==> src/rtl/serial_link_pkg.sv <==
// Shared definitions for both ends of the single-wire serial link.
// Holds the frame state encoding, line levels and the parity reduction.
package serial_link_pkg;

    typedef enum logic [2:0] {
        IDLE   = 3'd0,
        START  = 3'd1,
        DATA   = 3'd2,
        PARITY = 3'd3,
        STOP   = 3'd4
    } link_state_t;

    localparam logic LINE_IDLE = 1'b1;
    localparam logic START_LVL = 1'b0;
    localparam logic STOP_LVL  = 1'b1;

    localparam int MAX_DATA_W = 16;

    // Even parity: the bit that makes the total count of ones even.
    function automatic logic even_parity(input logic [MAX_DATA_W-1:0] word);
        return ^word;
    endfunction

endpackage

==> src/rtl/bit_timer.sv <==
// Baud counter: tick marks the last cycle of each bit period, pre_tick the one before it.
// Held at zero while clear is high so a new bit period starts cleanly after a handshake.
module bit_timer #(
    parameter int CLKS_PER_BIT = 16
) (
    input  logic clk,
    input  logic reset,
    input  logic clear,
    output logic tick,
    output logic pre_tick
);

    localparam int CNT_W = (CLKS_PER_BIT > 1) ? $clog2(CLKS_PER_BIT) : 1;

    logic [CNT_W-1:0] cnt;

    always_ff @(posedge clk or posedge reset) begin
        if (reset) begin
            cnt <= '0;
        end else if (clear || tick) begin
            cnt <= '0;
        end else begin
            cnt <= cnt + CNT_W'(1);
        end
    end

    assign tick     = (cnt == CNT_W'(CLKS_PER_BIT - 1));
    assign pre_tick = (cnt == CNT_W'(CLKS_PER_BIT - 2));

endmodule

==> src/rtl/serial_frame_tx.sv <==
// Parallel-to-serial frame transmitter: start, DATA_W bits LSB-first, optional even parity, stop.
// Start bit drives the line the cycle after handshake; tx_ready is high only while idle.
module serial_frame_tx
    import serial_link_pkg::*;
#(
    parameter int DATA_W       = 8,
    parameter int CLKS_PER_BIT = 16,
    parameter int PARITY_EN    = 1
) (
    input  logic              clk,
    input  logic              reset,
    input  logic [DATA_W-1:0] tx_data,
    input  logic              tx_valid,
    output logic              tx_ready,
    output logic              tx_serial,
    output logic              busy,
    output logic              done
);

    localparam int IDX_W = $clog2(DATA_W + 1);
    localparam logic [IDX_W-1:0] LAST_IDX = IDX_W'(DATA_W - 1);

    link_state_t       state, state_nx;
    logic [DATA_W-1:0] shift_reg, shift_nx;
    logic [IDX_W-1:0]  bit_idx, bit_idx_nx;
    logic              parity_bit, parity_nx;
    logic              serial_nx, ready_nx, busy_nx, done_nx;
    logic              tick, pre_tick;
    logic [MAX_DATA_W-1:0] data_ext;

    bit_timer #(
        .CLKS_PER_BIT(CLKS_PER_BIT)
    ) u_bit_timer (
        .clk      (clk),
        .reset    (reset),
        .clear    (state == IDLE),
        .tick     (tick),
        .pre_tick (pre_tick)
    );

    always_comb begin
        data_ext = '0;
        data_ext[DATA_W-1:0] = tx_data;
    end

    always_ff @(posedge clk or posedge reset) begin
        if (reset) begin
            state      <= IDLE;
            shift_reg  <= '0;
            bit_idx    <= '0;
            parity_bit <= 1'b0;
            tx_serial  <= LINE_IDLE;
            tx_ready   <= 1'b1;
            busy       <= 1'b0;
            done       <= 1'b0;
        end else begin
            state      <= state_nx;
            shift_reg  <= shift_nx;
            bit_idx    <= bit_idx_nx;
            parity_bit <= parity_nx;
            tx_serial  <= serial_nx;
            tx_ready   <= ready_nx;
            busy       <= busy_nx;
            done       <= done_nx;
        end
    end

    // Every output is computed one cycle ahead so the line changes exactly on bit boundaries.
    always_comb begin
        state_nx   = state;
        shift_nx   = shift_reg;
        bit_idx_nx = bit_idx;
        parity_nx  = parity_bit;
        serial_nx  = tx_serial;
        ready_nx   = tx_ready;
        busy_nx    = busy;
        done_nx    = 1'b0;

        case (state)
            IDLE: begin
                if (tx_valid && tx_ready) begin
                    state_nx   = START;
                    shift_nx   = tx_data;
                    parity_nx  = even_parity(data_ext);
                    bit_idx_nx = '0;
                    serial_nx  = START_LVL;
                    ready_nx   = 1'b0;
                    busy_nx    = 1'b1;
                end
            end
            START: begin
                if (tick) begin
                    state_nx   = DATA;
                    bit_idx_nx = '0;
                    serial_nx  = shift_reg[0];
                end
            end
            DATA: begin
                if (tick) begin
                    if (bit_idx == LAST_IDX) begin
                        if (PARITY_EN != 0) begin
                            state_nx  = PARITY;
                            serial_nx = parity_bit;
                        end else begin
                            state_nx  = STOP;
                            serial_nx = STOP_LVL;
                        end
                    end else begin
                        shift_nx   = shift_reg >> 1;
                        bit_idx_nx = bit_idx + IDX_W'(1);
                        serial_nx  = shift_nx[0];
                    end
                end
            end
            PARITY: begin
                if (tick) begin
                    state_nx  = STOP;
                    serial_nx = STOP_LVL;
                end
            end
            STOP: begin
                if (pre_tick) begin
                    done_nx = 1'b1;
                end
                if (tick) begin
                    state_nx  = IDLE;
                    serial_nx = LINE_IDLE;
                    ready_nx  = 1'b1;
                    busy_nx   = 1'b0;
                end
            end
            default: begin
                state_nx  = IDLE;
                serial_nx = LINE_IDLE;
                ready_nx  = 1'b1;
                busy_nx   = 1'b0;
            end
        endcase
    end

endmodule

==> config.mk <==
export PLATFORM = sky130hd
export DESIGN_NAME = serial_frame_tx
export DESIGN_NICKNAME = d
export VERILOG_FILES = /design/src/rtl/serial_link_pkg.sv /design/src/rtl/bit_timer.sv /design/src/rtl/serial_frame_tx.sv
export SDC_FILE = /design/constraint.sdc
export NUM_CORES = 1
export LEC_CHECK = 0
export ABC_AREA = 1
export CAP_MARGIN = 20
export CORE_AREA = 4 4 75 94
export DETAILED_ROUTE_END_ITERATION = 12
export DIE_AREA = 0 0 79 98
export PLACE_DENSITY = 0.47
export REMOVE_ABC_BUFFERS = 1
export SLEW_MARGIN = 20
export SYNTH_ARGS = -nofsm -noshare
export SYNTH_HDL_FRONTEND = slang
export SYNTH_SLANG_ARGS = --single-unit
==> constraint.sdc <==
create_clock -name clk -period 2.75 [get_ports clk]
set_clock_uncertainty 0.1 [all_clocks]
set_input_delay 0.275 -clock clk [delete_from_list [all_inputs] [get_ports clk]]
set_output_delay 0.275 -clock clk [all_outputs]
set_load 0.02 [all_outputs]
==> flow_summary.html, run 1 <==
<table>
<tr><th>Metric</th><th>Value</th></tr>
<tr><th colspan="2">Outcome</th></tr>
<tr><td>Status</td><td>finished clean</td></tr>
<tr><th colspan="2">STA</th></tr>
<tr><td>Sum Neg Setup Slack</td><td>0 ns</td></tr>
<tr><td>Setup repair after global routing missed its margin</td><td>no</td></tr>
<tr><td>Slack of the critical path</td><td>0.9622 ns</td></tr>
<tr><td>Period Utilization, post-route</td><td>65.01%</td></tr>
<tr><td>Max Clk Rate</td><td>0.5594 GHz</td></tr>
<tr><td>Final-report setup violation count</td><td>0</td></tr>
<tr><td>Slew at the pin closest to its max-slew limit</td><td>0.3225 ns</td></tr>
<tr><td>Fin. max-slew vios</td><td>0</td></tr>
<tr><td>Hold Violations, Final</td><td>0</td></tr>
<tr><td>Max-slew headroom at the worst pin</td><td>78.44%</td></tr>
<tr><td>Min Clock Period, post-route</td><td>1.788 ns</td></tr>
<tr><th colspan="2">Floorplan</th></tr>
<tr><td>Placeable core region</td><td>0.006166 sq mm</td></tr>
<tr><td>DIE WIDTH</td><td>79 um</td></tr>
<tr><td>Vertical extent of the die</td><td>98 um</td></tr>
<tr><td>Row count</td><td>32</td></tr>
<tr><td>Overall die area</td><td>0.007742 sq mm</td></tr>
<tr><td>Number of top-level pins</td><td>15</td></tr>
<tr><td>Starting density of the core</td><td>24.31%</td></tr>
<tr><th colspan="2">Placed design</th></tr>
<tr><td>Port Buffers</td><td>14</td></tr>
<tr><td>Dpl ws</td><td>1.116 ns</td></tr>
<tr><td>Total half-perimeter wirelength after legalization and detailed placement</td><td>2.385 mm</td></tr>
<tr><td>Final estimated routing congestion in global placement</td><td>0.8650</td></tr>
<tr><td>Total cell area at the placement stage</td><td>0.001742 sq mm</td></tr>
<tr><th colspan="2">Clock network</th></tr>
<tr><td>Number of buffers added by the clock tree synthesis step</td><td>3</td></tr>
<tr><td>Clock root buffer master</td><td>clkbuf_8</td></tr>
<tr><td>Hold-fix buffer count after cts</td><td>0</td></tr>
<tr><td>Post-CTS Setup Inserts</td><td>0</td></tr>
<tr><td>Clk_lat worst skew</td><td>0.27 ns</td></tr>
<tr><td>Maximum count of clock buffers along a single path</td><td>2</td></tr>
<tr><td>CTS tree</td><td>done</td></tr>
<tr><td>Clock-pin slew on the worst setup and hold paths</td><td>0.09 ns</td></tr>
<tr><td>Number of levels the H-tree was split into</td><td>1</td></tr>
<tr><td>Sink count of the clock tree</td><td>24</td></tr>
<tr><td>Quantity of gates resized following cts</td><td>0</td></tr>
<tr><th colspan="2">Detailed routing</th></tr>
<tr><td>Ratio of routed vias to standard cells</td><td>4.053</td></tr>
<tr><td>Antenna Violating Nets Remaining</td><td>0</td></tr>
<tr><td>Routed len/inst</td><td>9.533 um</td></tr>
<tr><td>DRT iter0 DRCs</td><td>75</td></tr>
<tr><td>Vias post-DR</td><td>1309</td></tr>
<tr><td>Number of iterations in the first detailed-routing pass</td><td>4</td></tr>
<tr><td>Total Wirelength</td><td>3.079 mm</td></tr>
<tr><td>DRC violation count after routing</td><td>0</td></tr>
<tr><th colspan="2">Layout</th></tr>
<tr><td>Number of flip-flops in the largest register</td><td>8</td></tr>
<tr><td>Nets</td><td>253</td></tr>
<tr><td>Synth-to-Final Area Change</td><td>20.95%</td></tr>
<tr><td>Final Cell Area</td><td>0.001813 sq mm</td></tr>
<tr><td>Commonest non-fill, non-tap cell in the layout</td><td>nand2_1</td></tr>
<tr><td>Fraction of final layout cells sized beyond drive strength 1</td><td>8.403%</td></tr>
<tr><td>Filler Cell Count</td><td>694</td></tr>
<tr><td>Count of antenna diodes in the layout</td><td>0</td></tr>
<tr><td>Commonest cells after routing, fill and taps aside</td><td>106 x nand2_1, 22 x dfrtp_1, 20 x inv_1, 19 x nor2_1, 18 x nand3_1</td></tr>
<tr><th colspan="2">Logic synthesis</th></tr>
<tr><td>Instance count of the mapped netlist</td><td>220</td></tr>
<tr><td>Synthesized area</td><td>0.001499 sq mm</td></tr>
<tr><td>Total number of yosys warnings</td><td>0</td></tr>
<tr><td>Yosys cell types</td><td>22</td></tr>
<tr><td>Synth Register Bits</td><td>24</td></tr>
<tr><td>Mean post-synth cell area</td><td>6.813 sq um</td></tr>
<tr><td>Seq/Total Area, Yosys</td><td>40.23%</td></tr>
<tr><th colspan="2">Pwr</th></tr>
<tr><td>Maximum ir drop on the vdd rail</td><td>0.0001969 V</td></tr>
<tr><td>Comb power frac</td><td>35.4%</td></tr>
<tr><td>Clock share of power</td><td>23.6%</td></tr>
<tr><td>Switching Share</td><td>36.46%</td></tr>
<tr><td>Power Total</td><td>0.001322 W</td></tr>
<tr><td>Design internal power</td><td>0.0008401 W</td></tr>
<tr><td>Reported leakage power</td><td>0.9544 nW</td></tr>
<tr><td>Switching power total</td><td>0.0004821 W</td></tr>
<tr><td>Seq pwr share</td><td>41.0%</td></tr>
<tr><td>Power density over cell area</td><td>729.3 mW/mm^2</td></tr>
<tr><th colspan="2">Flow run</th></tr>
<tr><td>Max-Cap Viols</td><td>0</td></tr>
<tr><th colspan="2">Worst setup path</th></tr>
<tr><td>CP bufs+invs</td><td>1</td></tr>
<tr><td>Series of cell instances along the critical path</td><td>clkdlybuf4s50_1</td></tr>
<tr><td>CP Data Arrival Time</td><td>1.41 ns</td></tr>
<tr><td>Cell with the largest stage delay on the worst path</td><td>clkdlybuf4s50_1</td></tr>
<tr><td>Worst Setup Start Kind</td><td>flip-flop</td></tr>
<tr><td>Required time of the worst setup path</td><td>2.38 ns</td></tr>
<tr><td>Stage delay of the slowest cell on the critical path</td><td>0.60 ns</td></tr>
<tr><td>Worst path top cell family by delay</td><td>buffers and inverters</td></tr>
<tr><td>Highest net fanout along the worst path</td><td>3</td></tr>
<tr><td>Kind of end point of the critical path</td><td>output pin</td></tr>
<tr><td>Setup Crit Path Kind</td><td>reg -&gt; out</td></tr>
<tr><th colspan="2">Global route</th></tr>
<tr><td>Vias in the first global route</td><td>1262</td></tr>
<tr><td>Combined global-route utilization of all metal layers</td><td>8.490%</td></tr>
<tr><td>Largest net degree at the start of global routing</td><td>25</td></tr>
<tr><td>Global-route wire length before repair</td><td>5.402 mm</td></tr>
<tr><td>Number of antenna violations at the first check in global routing</td><td>0</td></tr>
<tr><td>Grt ovf</td><td>0</td></tr>
<tr><th colspan="2">Min path</th></tr>
<tr><td>Worst min path class</td><td>in -&gt; async</td></tr>
</table>
==> worst paths after layout <==
check	end	depth (start not counted)	startpoint	slack [ns]
min in group clk	busy	2	busy	0.38
setup reg to reg	tx_ready	5	u_bit_timer.cnt[0]	1.11
hold reg to reg	busy	2	busy	0.38
setup / recovery	tx_ready	1	tx_ready	0.96
max in group asynchronous	tx_serial	3	reset	2.02
hold / removal	u_bit_timer.cnt[1]	3	reset	0.24
==> cells in the mapped netlist <==
master | number | area [sq um]
nand3b_1 | 1 | 7.510
a21oi_4 | 1 | 16.27
nor3b_1 | 2 | 15.01
inv_1 | 20 | 75.07
nor2_2 | 1 | 6.260
a21oi_1 | 1 | 5.000
inv_4 | 1 | 6.260
o21ai_0 | 9 | 45.04
nand2_1 | 106 | 397.9
nand2_4 | 4 | 45.04
nand3_1 | 18 | 90.09
ha_1 | 3 | 37.54
dfstp_2 | 2 | 52.55
nand2_2 | 3 | 18.77
nor2_4 | 1 | 11.26
dfrtp_1 | 22 | 550.5
nand4_1 | 1 | 6.260
inv_2 | 1 | 3.750
nor2_1 | 19 | 71.32
inv_6 | 1 | 8.760
xor2_1 | 2 | 17.52
buf_6 | 1 | 11.26
==> cells by family after synthesis <==
family          after synthesis  synth area share (%)
flops                        24                 40.23
simple gates                156                 44.66
compound gates               11                 4.424
xor+xnor                      2                 1.169
buf+inv                      24                 7.012
fa+ha+maj                     3                 2.504
==> metrics by stage <==
step / hold slack [ns] / std cells / util (%)
6_report: 0.2448 / 323 / 29.40
5_1_grt: 0.2885 / 323 / 29.40
4_1_cts: 0.2592 / 323 / 29.40
3_5_place_dp: 0.3697 / 319 / 28.25
3_3_place_gp: 0.3621 / 319 / 28.25
2_1_floorplan: 0.1881 / 219 / -
==> power by group through the flow <==
stage          Clock (W)  Sequential (W)  Combinational (W)
2_1_floorplan          0        0.000554           0.000330
3_3_place_gp           0        0.000549           0.000479
4_1_cts         0.000323        0.000545           0.000479
3_5_place_dp           0        0.000551           0.000478
6_report        0.000312        0.000543           0.000467
5_1_grt         0.000335        0.000557           0.000544
==> final cells by class <==
type                       count  area (sq um)  share of cell area, %
clock inverter                 1         30.03                  1.656
inverter                      23         93.84                  5.176
tap                           85         106.4                  5.866
multi-input combinational    172         790.8                  43.62
clock buffer                   3         41.29                  2.277
sequential                    24         603.1                  33.26
timing repair buffer          15         147.6                  8.144
==> layer usage <==
metal  share of wire (%)  vias up  GRT usage [%]
li1                    -      718              -
met1                  49      568          10.83
met2                  47       21          14.27
met3                 3.0        2          1.384
met4                 1.5        0          3.175
met5                   0        -              0
Power figures use the tool's default switching activity.
==> inputs of run 2 (changes only) <==
- PLACE_DENSITY: 0.47 -> 0.48
- clock period: 2.75 -> 1.6 ns (I/O delays scaled with it)
==> run 2 against run 1 <==
  * Design area is 5.0% higher
  * Total power is 70% higher
  * Global-route usage is 0.18 points higher
  * Routed wire length is 2.5% higher
==> flow_summary.html, run 2 (same netlist as run 1, synthesis figures left out) <==
<table>
<tr><th>Metric</th><th>Value</th></tr>
<tr><th colspan="2">Flow run</th></tr>
<tr><td>Max-Cap Viols</td><td>0</td></tr>
<tr><th colspan="2">Worst setup path</th></tr>
<tr><td>Worst path top cell family by delay</td><td>buffers and inverters</td></tr>
<tr><td>CP Data Arrival Time</td><td>1.22 ns</td></tr>
<tr><td>CP bufs+invs</td><td>1</td></tr>
<tr><td>Setup Crit Path Kind</td><td>reg -&gt; out</td></tr>
<tr><td>Cell with the largest stage delay on the worst path</td><td>clkdlybuf4s50_1</td></tr>
<tr><td>Required time of the worst setup path</td><td>1.34 ns</td></tr>
<tr><td>Worst Setup Start Kind</td><td>flip-flop</td></tr>
<tr><td>Series of cell instances along the critical path</td><td>clkdlybuf4s50_1</td></tr>
<tr><td>Kind of end point of the critical path</td><td>output pin</td></tr>
<tr><td>Worst r2r path cells</td><td>8</td></tr>
<tr><td>Stage delay of the slowest cell on the critical path</td><td>0.60 ns</td></tr>
<tr><td>Critical path depth</td><td>1</td></tr>
<tr><td>Highest net fanout along the worst path</td><td>2</td></tr>
<tr><th colspan="2">Placed design</th></tr>
<tr><td>Total half-perimeter wirelength after legalization and detailed placement</td><td>2.476 mm</td></tr>
<tr><td>Final estimated routing congestion in global placement</td><td>0.7986</td></tr>
<tr><td>Dpl ws</td><td>0.04178 ns</td></tr>
<tr><td>Port Buffers</td><td>14</td></tr>
<tr><td>Total cell area at the placement stage</td><td>0.001809 sq mm</td></tr>
<tr><th colspan="2">Layout</th></tr>
<tr><td>Nets</td><td>264</td></tr>
<tr><td>Final Cell Area</td><td>0.001903 sq mm</td></tr>
<tr><td>Filler Cell Count</td><td>710</td></tr>
<tr><td>Area of combinational cells with multiple inputs</td><td>815.8 sq um</td></tr>
<tr><td>Count of antenna diodes in the layout</td><td>0</td></tr>
<tr><td>Fraction of final layout cells sized beyond drive strength 1</td><td>14.46%</td></tr>
<tr><td>Number of flip-flops in the largest register</td><td>8</td></tr>
<tr><td>Commonest cells after routing, fill and taps aside</td><td>106 x nand2_1, 21 x dfrtp_1, 20 x inv_1, 18 x nor2_1, 16 x nand3_1</td></tr>
<tr><td>Storage element area</td><td>604.3 sq um</td></tr>
<tr><td>Commonest non-fill, non-tap cell in the layout</td><td>nand2_1</td></tr>
<tr><td>Synth-to-Final Area Change</td><td>26.96%</td></tr>
<tr><th colspan="2">Global route</th></tr>
<tr><td>Grt met2 use</td><td>14.92%</td></tr>
<tr><td>Global routing met3 resource utilization</td><td>1.661%</td></tr>
<tr><td>Peak-usage layer in the global routing report</td><td>met2</td></tr>
<tr><td>Largest net degree at the start of global routing</td><td>25</td></tr>
<tr><td>Number of antenna violations at the first check in global routing</td><td>0</td></tr>
<tr><td>Vias in the first global route</td><td>1280</td></tr>
<tr><td>Grt ovf</td><td>0</td></tr>
<tr><td>Combined global-route utilization of all metal layers</td><td>8.674%</td></tr>
<tr><td>Met1 track demand over resource</td><td>10.47%</td></tr>
<tr><td>Global-route wire length before repair</td><td>5.457 mm</td></tr>
<tr><th colspan="2">Pwr</th></tr>
<tr><td>Switching power total</td><td>0.0008652 W</td></tr>
<tr><td>Seq pwr share</td><td>41.6%</td></tr>
<tr><td>Design internal power</td><td>0.001380 W</td></tr>
<tr><td>Reported leakage power</td><td>1.006 nW</td></tr>
<tr><td>Comb power frac</td><td>39.6%</td></tr>
<tr><td>Clock share of power</td><td>18.9%</td></tr>
<tr><td>Switching Share</td><td>38.54%</td></tr>
<tr><td>Maximum ir drop on the vdd rail</td><td>0.0003205 V</td></tr>
<tr><td>Power density over cell area</td><td>1180 mW/mm^2</td></tr>
<tr><td>Power Total</td><td>0.002245 W</td></tr>
<tr><th colspan="2">Floorplan</th></tr>
<tr><td>Placeable core region</td><td>0.006166 sq mm</td></tr>
<tr><td>Starting density of the core</td><td>24.31%</td></tr>
<tr><td>Row count</td><td>32</td></tr>
<tr><td>DIE WIDTH</td><td>79 um</td></tr>
<tr><td>Overall die area</td><td>0.007742 sq mm</td></tr>
<tr><td>Vertical extent of the die</td><td>98 um</td></tr>
<tr><td>Number of top-level pins</td><td>15</td></tr>
<tr><th colspan="2">STA</th></tr>
<tr><td>Slack of the critical path</td><td>0.1189 ns</td></tr>
<tr><td>Worst hold margin</td><td>0.1318 ns</td></tr>
<tr><td>Final-report setup violation count</td><td>0</td></tr>
<tr><td>Period Utilization, post-route</td><td>92.57%</td></tr>
<tr><td>Max-slew headroom at the worst pin</td><td>78.88%</td></tr>
<tr><td>Slew at the pin closest to its max-slew limit</td><td>0.3167 ns</td></tr>
<tr><td>Hold Violations, Final</td><td>0</td></tr>
<tr><td>Max Clk Rate</td><td>0.6752 GHz</td></tr>
<tr><td>Min Clock Period, post-route</td><td>1.481 ns</td></tr>
<tr><td>Fin. max-slew vios</td><td>0</td></tr>
<tr><th colspan="2">Detailed routing</th></tr>
<tr><td>Total Wirelength</td><td>3.155 mm</td></tr>
<tr><td>Ratio of routed vias to standard cells</td><td>4.051</td></tr>
<tr><td>Routed len/inst</td><td>9.446 um</td></tr>
<tr><td>DRC violation count after routing</td><td>0</td></tr>
<tr><td>Vias post-DR</td><td>1353</td></tr>
<tr><td>Antenna Violating Nets Remaining</td><td>0</td></tr>
<tr><td>DRT iter0 DRCs</td><td>59</td></tr>
<tr><td>Number of iterations in the first detailed-routing pass</td><td>4</td></tr>
<tr><th colspan="2">Clock network</th></tr>
<tr><td>Clk_lat worst skew</td><td>0.27 ns</td></tr>
<tr><td>CTS tree</td><td>done</td></tr>
<tr><td>Sink count of the clock tree</td><td>24</td></tr>
<tr><td>Number of levels the H-tree was split into</td><td>1</td></tr>
<tr><td>Maximum count of clock buffers along a single path</td><td>2</td></tr>
<tr><td>Clock-pin slew on the worst setup and hold paths</td><td>0.09 ns</td></tr>
<tr><td>Clock root buffer master</td><td>clkbuf_8</td></tr>
<tr><td>Number of buffers added by the clock tree synthesis step</td><td>3</td></tr>
<tr><th colspan="2">Min path</th></tr>
<tr><td>Worst min path class</td><td>in -&gt; async</td></tr>
<tr><th colspan="2">Outcome</th></tr>
<tr><td>Status</td><td>finished clean</td></tr>
</table>
[run 2: area by class of cell]
type	instances	share of cell area, %
Clock buffer	4	2.893
Inverter	23	4.931
Multi-Input combinational cell	172	42.87
Sequential cell	24	31.76
Tap cell	85	5.588
Timing Repair Buffer	26	11.97
[run 2: power by group through the flow]
| stage | combinational (W) | clock (W) | sequential (W) |
|---|---|---|---|
| floorplan | 0.000566 | 0 | 0.000952 |
| global placement | 0.000880 | 0 | 0.000938 |
| detailed placement | 0.000881 | 0 | 0.000934 |
| CTS | 0.000867 | 0.000444 | 0.000925 |
| global route | 0.00102 | 0.000461 | 0.000963 |
| finish | 0.000889 | 0.000424 | 0.000933 |
[run 2: per-stage QoR]
stage          util (%)  cells  setup TNS [ns]
3_3_place_gp      29.34    328               0
4_1_cts           30.19    332               0
3_5_place_dp      29.34    328               0
5_1_grt           30.86    334       -0.001949
2_1_floorplan         -    219               0
6_report          30.86    334               0
[run 2: routing by layer]
metal | vias up | part of all wire (%)
li1 | 735 | -
met1 | 602 | 45
met2 | 14 | 51
met3 | 2 | 2.8
met4 | 0 | 1.1
met5 | - | 0
[run 2: final timing paths]
kind	start	to	slack, ns
max in group asynchronous	reset	tx_ready	0.98
max reg2reg	state[0]	shift_reg[6]	0.14
max	busy	busy	0.12
min	reset	shift_reg[5]	0.13
min reg2reg	busy	busy	0.38
min in group clk	busy	busy	0.38
[run 2: what timing repair did]
item                                    4_1_cts  5_1_grt
gates resized for setup                       2        6
pin swaps                                     0        1
endpoints found under the setup margin        2       18
buffers inserted                              0        2
hold endpoints to repair                      0        0
hold buffers                                  0        0
